**src/rtl/shifter_pkg.sv**
```systemverilog
// Shared definitions for the pipelined barrel shifter: mode encodings and
// the mapping of log-shifter layers onto pipeline stages.
package shifter_pkg;

    localparam logic [2:0] MODE_SRA  = 3'b000;
    localparam logic [2:0] MODE_SRL  = 3'b001;
    localparam logic [2:0] MODE_SLL  = 3'b010;
    localparam logic [2:0] MODE_SLL2 = 3'b011;
    localparam logic [2:0] MODE_ROR  = 3'b100;
    localparam logic [2:0] MODE_ROL  = 3'b101;

    // Pipeline stage that holds layer k when SHW layers are spread over STAGES stages.
    function automatic int stage_of(input int k, input int stages, input int shw);
        return (k * stages) / shw;
    endfunction

endpackage

```
**src/rtl/shift_layer.sv**
```systemverilog
// One combinational layer of the log shifter: shifts or rotates by DIST when
// its shift-amount bit is set, and updates the candidate carry-out bit.
module shift_layer
    import shifter_pkg::*;
#(
    parameter int WIDTH = 32,
    parameter int DIST  = 1
) (
    input  logic [WIDTH-1:0] data_i,
    input  logic [2:0]       mode_i,
    input  logic             fill_i,
    input  logic             sh_i,
    input  logic             carry_i,
    output logic [WIDTH-1:0] data_o,
    output logic             carry_o
);

    always_comb begin
        data_o  = data_i;
        carry_o = carry_i;
        if (sh_i) begin
            // The last bit leaving this layer is the carry candidate; later layers overwrite it.
            case (mode_i)
                MODE_SRA: begin
                    data_o  = {{DIST{fill_i}}, data_i[WIDTH-1:DIST]};
                    carry_o = data_i[DIST-1];
                end
                MODE_SRL: begin
                    data_o  = {{DIST{1'b0}}, data_i[WIDTH-1:DIST]};
                    carry_o = data_i[DIST-1];
                end
                MODE_ROR: begin
                    data_o  = {data_i[DIST-1:0], data_i[WIDTH-1:DIST]};
                    carry_o = data_i[DIST-1];
                end
                MODE_SLL, MODE_SLL2: begin
                    data_o  = {data_i[WIDTH-DIST-1:0], {DIST{1'b0}}};
                    carry_o = data_i[WIDTH-DIST];
                end
                MODE_ROL: begin
                    data_o  = {data_i[WIDTH-DIST-1:0], data_i[WIDTH-1:WIDTH-DIST]};
                    carry_o = data_i[WIDTH-DIST];
                end
                default: ;
            endcase
        end
    end

endmodule

```
**src/rtl/shifter_pipe.sv**
```systemverilog
// Pipelined log shifter with rotate modes, carry/zero flags and a
// valid/ready handshake; SHW layers are distributed over STAGES registers.
module shifter_pipe
    import shifter_pkg::*;
#(
    parameter int   WIDTH  = 32,
    parameter int   STAGES = 2,
    localparam int  SHW    = $clog2(WIDTH)
) (
    input  logic             clk,
    input  logic             rst_n,
    input  logic             in_valid,
    output logic             in_ready,
    input  logic [WIDTH-1:0] a,
    input  logic [SHW-1:0]   b,
    input  logic [2:0]       mode,
    output logic             out_valid,
    input  logic             out_ready,
    output logic [WIDTH-1:0] c,
    output logic             carry,
    output logic             zero
);

    logic [WIDTH-1:0] dat_q [STAGES];
    logic [WIDTH-1:0] dat_d [STAGES];
    logic             cy_q  [STAGES];
    logic             cy_d  [STAGES];
    logic             vld_q [STAGES];
    logic             vld_d [STAGES];
    logic [2:0]       mode_q[STAGES];
    logic [SHW-1:0]   b_q   [STAGES];
    logic             sign_q[STAGES];
    logic             zero_q;

    logic [WIDTH-1:0] src_dat [STAGES];
    logic             src_cy  [STAGES];
    logic [2:0]       src_mode[STAGES];
    logic [SHW-1:0]   src_b   [STAGES];
    logic             src_sign[STAGES];

    logic [WIDTH-1:0] lin_dat [SHW];
    logic [WIDTH-1:0] lout_dat[SHW];
    logic             lin_cy  [SHW];
    logic             lout_cy [SHW];

    logic [STAGES-1:0] unused_pipe;
    logic              en;

    // Single global advance: the whole pipe moves or the whole pipe holds.
    assign en       = !out_valid || out_ready;
    assign in_ready = en;

    for (genvar s = 0; s < STAGES; s++) begin : g_stage
        if (s == 0) begin : g_head
            assign src_dat[s]  = a;
            assign src_cy[s]   = 1'b0;
            assign src_mode[s] = mode;
            assign src_b[s]    = b;
            assign src_sign[s] = a[WIDTH-1];
            assign vld_d[s]    = in_valid;
        end else begin : g_body
            assign src_dat[s]  = dat_q[s-1];
            assign src_cy[s]   = cy_q[s-1];
            assign src_mode[s] = mode_q[s-1];
            assign src_b[s]    = b_q[s-1];
            assign src_sign[s] = sign_q[s-1];
            assign vld_d[s]    = vld_q[s-1];
        end
        assign unused_pipe[s] = ^{mode_q[s], b_q[s], sign_q[s]};
    end

    for (genvar k = 0; k < SHW; k++) begin : g_layer
        localparam int S     = stage_of(k, STAGES, SHW);
        localparam bit FIRST = (k == 0) || (stage_of(k - 1, STAGES, SHW) != S);
        localparam bit LAST  = (k == SHW - 1) || (stage_of(k + 1, STAGES, SHW) != S);

        if (FIRST) begin : g_from_stage
            assign lin_dat[k] = src_dat[S];
            assign lin_cy[k]  = src_cy[S];
        end else begin : g_from_layer
            assign lin_dat[k] = lout_dat[k-1];
            assign lin_cy[k]  = lout_cy[k-1];
        end

        shift_layer #(
            .WIDTH (WIDTH),
            .DIST  (1 << k)
        ) u_layer (
            .data_i  (lin_dat[k]),
            .mode_i  (src_mode[S]),
            .fill_i  (src_sign[S]),
            .sh_i    (src_b[S][k]),
            .carry_i (lin_cy[k]),
            .data_o  (lout_dat[k]),
            .carry_o (lout_cy[k])
        );

        if (LAST) begin : g_to_reg
            assign dat_d[S] = lout_dat[k];
            assign cy_d[S]  = lout_cy[k];
        end
    end

    always_ff @(posedge clk or negedge rst_n) begin
        if (!rst_n) begin
            for (int s = 0; s < STAGES; s++) begin
                dat_q[s]  <= '0;
                cy_q[s]   <= 1'b0;
                vld_q[s]  <= 1'b0;
                mode_q[s] <= '0;
                b_q[s]    <= '0;
                sign_q[s] <= 1'b0;
            end
            zero_q <= 1'b0;
        end else if (en) begin
            for (int s = 0; s < STAGES; s++) begin
                dat_q[s]  <= dat_d[s];
                cy_q[s]   <= cy_d[s];
                vld_q[s]  <= vld_d[s];
                mode_q[s] <= src_mode[s];
                b_q[s]    <= src_b[s];
                sign_q[s] <= src_sign[s];
            end
            zero_q <= (dat_d[STAGES-1] == '0);
        end
    end

    assign out_valid = vld_q[STAGES-1];
    assign c         = dat_q[STAGES-1];
    assign carry     = cy_q[STAGES-1];
    assign zero      = zero_q;

endmodule

```
**config.mk**
```make
export PLATFORM = sky130hd
export DESIGN_NAME = shifter_pipe
export DESIGN_NICKNAME = d
export VERILOG_FILES = /design/src/rtl/shifter_pkg.sv /design/src/rtl/shift_layer.sv /design/src/rtl/shifter_pipe.sv
export SDC_FILE = /design/constraint.sdc
export NUM_CORES = 1
export LEC_CHECK = 0
export BUFFER_PORTS_ARGS = -buffer_cell sky130_fd_sc_hd__buf_2
export CORE_MARGIN = 2
export CORE_UTILIZATION = 35
export DETAILED_ROUTE_END_ITERATION = 10
export PLACE_DENSITY_LB_ADDON = 0.15
export REMOVE_ABC_BUFFERS = 1
export SLEW_MARGIN = 20
export SYNTH_ARGS = -nofsm -noshare
export SYNTH_HDL_FRONTEND = slang
export SYNTH_HIERARCHICAL = 1
export SYNTH_SLANG_ARGS = --single-unit
```
**constraint.sdc**
```tcl
create_clock -name clk -period 2.9 [get_ports clk]
set_input_delay 0.58 -clock clk [delete_from_list [all_inputs] [get_ports clk]]
set_output_delay 0.58 -clock clk [all_outputs]
set_load 0.02 [all_outputs]
```
Word level (Yosys, flattened, before mapping)
Cells that the tools add are included. Widths: inputs -> output; s select.

Register bits after elaboration: 78. Word-level logic and storage cells: 52.

Eq/ne operators: 10. Reduce and logical (&&, ||, !) cells: 12. Mux-type cells: 20.

Operator list (count): $pmux 32 s5 (4); $mux 32 (5); $pmux 32 s4 (1); $logic_not 32->1 (1); $eq 3x2->1 const B (4); $eq 3x3->1 const B (4); $reduce_or 3->1 (4); $pmux 1 s2 (5); $eq 3x1->1 const B (2); $logic_not 3->1 (2); $reduce_or 2->1 (3); $mux 1 (5); $logic_not 1->1 (1); $logic_or 1x1->1 (1).

Longest topological paths before layout
Depth after elaboration: 8. Depth in mapped cells: 13. Depth with buffers taken out: 11.

Modules after synthesis
The synthesis kept the hierarchy.

By module, submodules not included: shifter_pipe (instances 1, cells each 358, area each 3146.8 µm², seq. area each 1876.8 µm²); shift_layer (g_layer[0].u_layer) (instances 1, cells each 233, area each 1615.3 µm², seq. area each 0.0 µm²); shift_layer (g_layer[1].u_layer) (instances 1, cells each 228, area each 1481.4 µm², seq. area each 0.0 µm²); shift_layer (g_layer[2].u_layer) (instances 1, cells each 222, area each 1465.2 µm², seq. area each 0.0 µm²); shift_layer (g_layer[3].u_layer) (instances 1, cells each 208, area each 1308.8 µm², seq. area each 0.0 µm²); shift_layer (g_layer[4].u_layer) (instances 1, cells each 86, area each 558.0 µm², seq. area each 0.0 µm²).

Worst setup path before layout
No wires, ideal clock.

Path kind: input port to flip-flop. Start: input port b[0]. End: register dat_q[56] (netlist bit). Arrival time: 2.491 ns. Stages on the path: 13. Slack: 0.345 ns. Library setup time: 0.065 ns. Data required time: 2.835 ns. Path through: buf_4 > nor2b_2 > buf_6 > a22oi_1 > o221ai_1 > nor2b_1 > a31oi_1 > o221ai_1 > inv_1 > o21a_1 > o221ai_1 > nand2_1 > nand2_1.

RTL lines: start: declaration (line shifter_pipe.sv:15) `input logic [SHW-1:0] b,`; end signal: indexed assignment (line shifter_pipe.sv:117) `dat_q[s] <= dat_d[s];`; end: declaration (line shifter_pipe.sv:24) `logic [WIDTH-1:0] dat_q [STAGES];`.

==> flow_metrics.tcl <==
set metrics [dict create \
    cp_slowest_stage_delay_ns 0.54 \
    async_flop_share_pct 100.0 \
    cp.depth 14 \
    r2r_slack_ns 0.34 \
    final_util_pct 40.57 \
    grt_max_degree 90 \
    fp.dieH_microns 169.4 \
    cts-buffers-inserted 9 \
    syn_area_per_cell_sq_um 7.173 \
    synth_seq_cells 75 \
    irDropWorstVdd_uv 310.8 \
    rsz0062_at_grt "no" \
    clock-sinks 75 \
    cts_resized 0 \
    wire_per_inst_microns 18.15 \
    fin_skew_ns 0.01424 \
    die_area_sq_um 28700 \
    run_status "complete, no violations" \
    r2r_cells 8 \
    grt_pass1_wl_mm 51.65 \
    synth_cells 1335 \
    antenna_cells 0 \
    internal_power_mw 3.184 \
    cp-start-kind "input pin" \
    r2r_end "zero" \
    setup_viol 0 \
    placementRows 60 \
    cts_root_buf "clkbuf_16" \
    cts_tree "yes" \
    via_per_inst 5.873 \
    critical_path.endpoint_type "register" \
    synth_cell_types 57 \
    yosysWarnings 6 \
    min_period_ns 2.714 \
    track_usage_pct 21.84 \
    crit_start "mode[1]" \
    worst_pin_slew_ns 0.7938 \
    fp.dieW_microns 169.4 \
    drt_first_pass_iters 5 \
    grt_pass1_vias 9344 \
    combinationalPowerShare_pct 53.2 \
    r2r-start "mode_q[3]" \
    areaGrowthSynthToFinish_pct 13.88 \
    path_cells "buf_2, inv_2, nand2_1, buf_4, o221ai_1, nor2b_1, a31oi_1, o221ai_1, buf_4, nor2b_1, a31oi_1, o221ai_1, nand2_1, nand2_1" \
    vias 10340 \
    netlist_area_sq_um 9575 \
    cp.required_ns 3.20 \
    critPathMaxFanout 9 \
    cts_max_level 3 \
    ant_nets 0 \
    grt_remaining_overflow 0 \
    seqPwrFrac_pct 27.9 \
    place.gp.congestion 0.8778 \
    cpLargestDelayFamily "compound AO/OA/AOI/OAI gates" \
    crit_path_top_delay_cell "o221ai_1" \
    dp_hpwl_mm 22.61 \
    fin_crit_sh_pct 93.59 \
    dpl_cell_area_sq_um 10610 \
    fp.coreArea_sq_um 26880 \
    start_util_pct 35.63 \
    drt_wl_total_mm 31.96 \
    drv_cap 0 \
    synth_edf_count 0 \
    synth-main-ff-cell "dfrtp_1" \
    min_path_type "in -> async" \
    drtIter0Drc 958 \
    critPathKind "in -> reg" \
    clk_latency_ns 0.35 \
    io_pins 80 \
    power.leakage_nw 4.575 \
    slew_viol_final 0 \
    clkTransAtPathRegs_ns 0.07 \
    p_sw_share_pct 44.28 \
    cp_num_buf_inv 4 \
    drive_above_1_share_pct 19.79 \
    powerDensity_nw_per_um2 524.0 \
    post_cts_buffers 0 \
    fin_area_sq_um 10900 \
    critPathCapture "dat_q[41]" \
    io_buffer_count 79 \
    antenna_found_initial 0 \
    hold_viol_final 0 \
    arrival_ns 3.01 \
    cts_max_path_buffers 2 \
    finalPower_mw 5.714 \
    holdBufCountCts 0 \
    drc_errors 0 \
    fmax_ghz 0.3684 \
    relSlewSlack_pct 47.08 \
    switching_power_mw 2.530 \
    power_frac_clock_pct 19.0 \
    final_nets 1459 \
    ys_seq_area_share_pct 19.60 \
]
==> layer usage <==
metal,track usage [%],part of all wire (%),wire length (microns)
met5,0,0,0
met4,6.615,2.2,713
met3,1.702,4.5,1454
met2,34.62,46,14720
met1,31.59,47,15070
==> how the worst min path moves through the flow <==
stage / startpoint / end / slack, ns / cells after the start
floorplan: rst_n / b_q[8] / 0.28 / 0
global placement: vld_d[0] / vld_d[0] / 0.44 / 2
detailed placement: vld_d[0] / vld_d[0] / 0.45 / 2
CTS: rst_n / b_q[9] / 0.22 / 1
global route: rst_n / b_q[9] / 0.24 / 1
finish: rst_n / b_q[9] / 0.19 / 1
==> per-stage QoR <==
step | TNS, ns | std cells | hold slack [ns] | worst slack, ns
after floorplan | -3.173 | 1169 | 0.2844 | -0.3974
final | 0 | 1761 | 0.1937 | 0.1859
after detailed placement | -1.117 | 1745 | 0.4474 | -0.1442
after global routing | 0 | 1761 | 0.2418 | 0.008073
after global placement | -0.7114 | 1745 | 0.4422 | -0.1394
after CTS | 0 | 1761 | 0.2176 | 0.2010
==> worst reg2reg max path: stages, from the launching register on <==
cell and delay [ns]:
dfrtp_1 0.69, buf_4 0.30, nor2b_1 0.07, a31oi_1 0.14, o221ai_1 0.16, a22o_1 0.28
nor4_1 0.48, nand4_1 0.17, o31ai_2 0.18
==> area by class of cell <==
class / instances / area (sq um)
Clock inverter: 5 / 40.04
Clock buffer: 11 / 242.7
Inverter: 13 / 48.80
Multi-Input combinational cell: 1081 / 6524
Fill cell: 2866 / 15970
Sequential cell: 75 / 1878
Tap cell: 341 / 426.7
Timing Repair Buffer: 235 / 1744
==> layout by cell type, fill, tap and decap left out, types with 15 or more instances in the layout <==
cell      netlist  layout
nor2b_1       191     191
nand2_1       268     268
nor2_1         22      22
o22a_1         17      17
mux2i_1        16      16
a22o_1         15      15
a21oi_1       132     132
buf_4          53     144
dfrtp_1        75      74
o21ai_0        26      26
a31oi_1        96      96
a22oi_1        98      98
o221ai_1       98      96
buf_2          63      76
nand3_1        33      33
==> sequential cells by signal (all words and copies together), names as in the netlist <==
name,flops
c,32
cy_q,1
carry,1
out_valid,1
b_q,2
zero,1
dat_q,32
sign_q,1
mode_q,3
vld_d,1
==> power by group through the flow <==
| stage | clock network, mW | logic, mW | registers [mW] |
|---|---|---|---|
| 2_1_floorplan | 0 | 1.57 | 1.78 |
| 3_3_place_gp | 0 | 3.00 | 1.61 |
| 3_5_place_dp | 0 | 3.02 | 1.61 |
| 4_1_cts | 1.11 | 3.03 | 1.59 |
| 5_1_grt | 1.15 | 3.34 | 1.63 |
| 6_report | 1.08 | 3.04 | 1.59 |
==> cell usage after synthesis (4+ instances only) <==
| cell | n | area [sq um] |
|---|---|---|
| nand2_1 | 268 | 1006 |
| nor2b_1 | 191 | 1195 |
| a21oi_1 | 132 | 660.6 |
| a22oi_1 | 98 | 735.7 |
| o221ai_1 | 98 | 858.3 |
| a31oi_1 | 96 | 600.6 |
| dfrtp_1 | 75 | 1877 |
| buf_2 | 63 | 315.3 |
| buf_4 | 53 | 397.9 |
| nand3_1 | 33 | 165.2 |
| o21ai_0 | 26 | 130.1 |
| clkbuf_1 | 22 | 82.58 |
| nor2_1 | 22 | 82.58 |
| buf_6 | 18 | 202.7 |
| o22a_1 | 17 | 148.9 |
| mux2i_1 | 16 | 160.2 |
| a22o_1 | 15 | 131.4 |
| and2b_1 | 9 | 67.56 |
| inv_1 | 9 | 33.78 |
| nor4_1 | 8 | 50.05 |
| buf_12 | 5 | 100.1 |
| o22ai_1 | 5 | 31.28 |
| a21oi_2 | 4 | 35.03 |
| clkbuf_4 | 4 | 30.03 |
==> cells by family (layout without fill, tap and decap cells) <==
group                  count (synthesis)  count (layout)  share of synthesized area [%]
AND/OR/NAND/NOR                      551             551                          29.02
AO/OA/AOI/OAI                        511             511                          36.87
buffers and inverters                180             264                          12.50
flip-flops                            75              75                          19.60
multiplexers                          16              16                          1.673
other                                  1               2                        0.03916
XOR/XNOR                               1               1                         0.2875
Note: power is estimated with default switching activity, not from simulation.
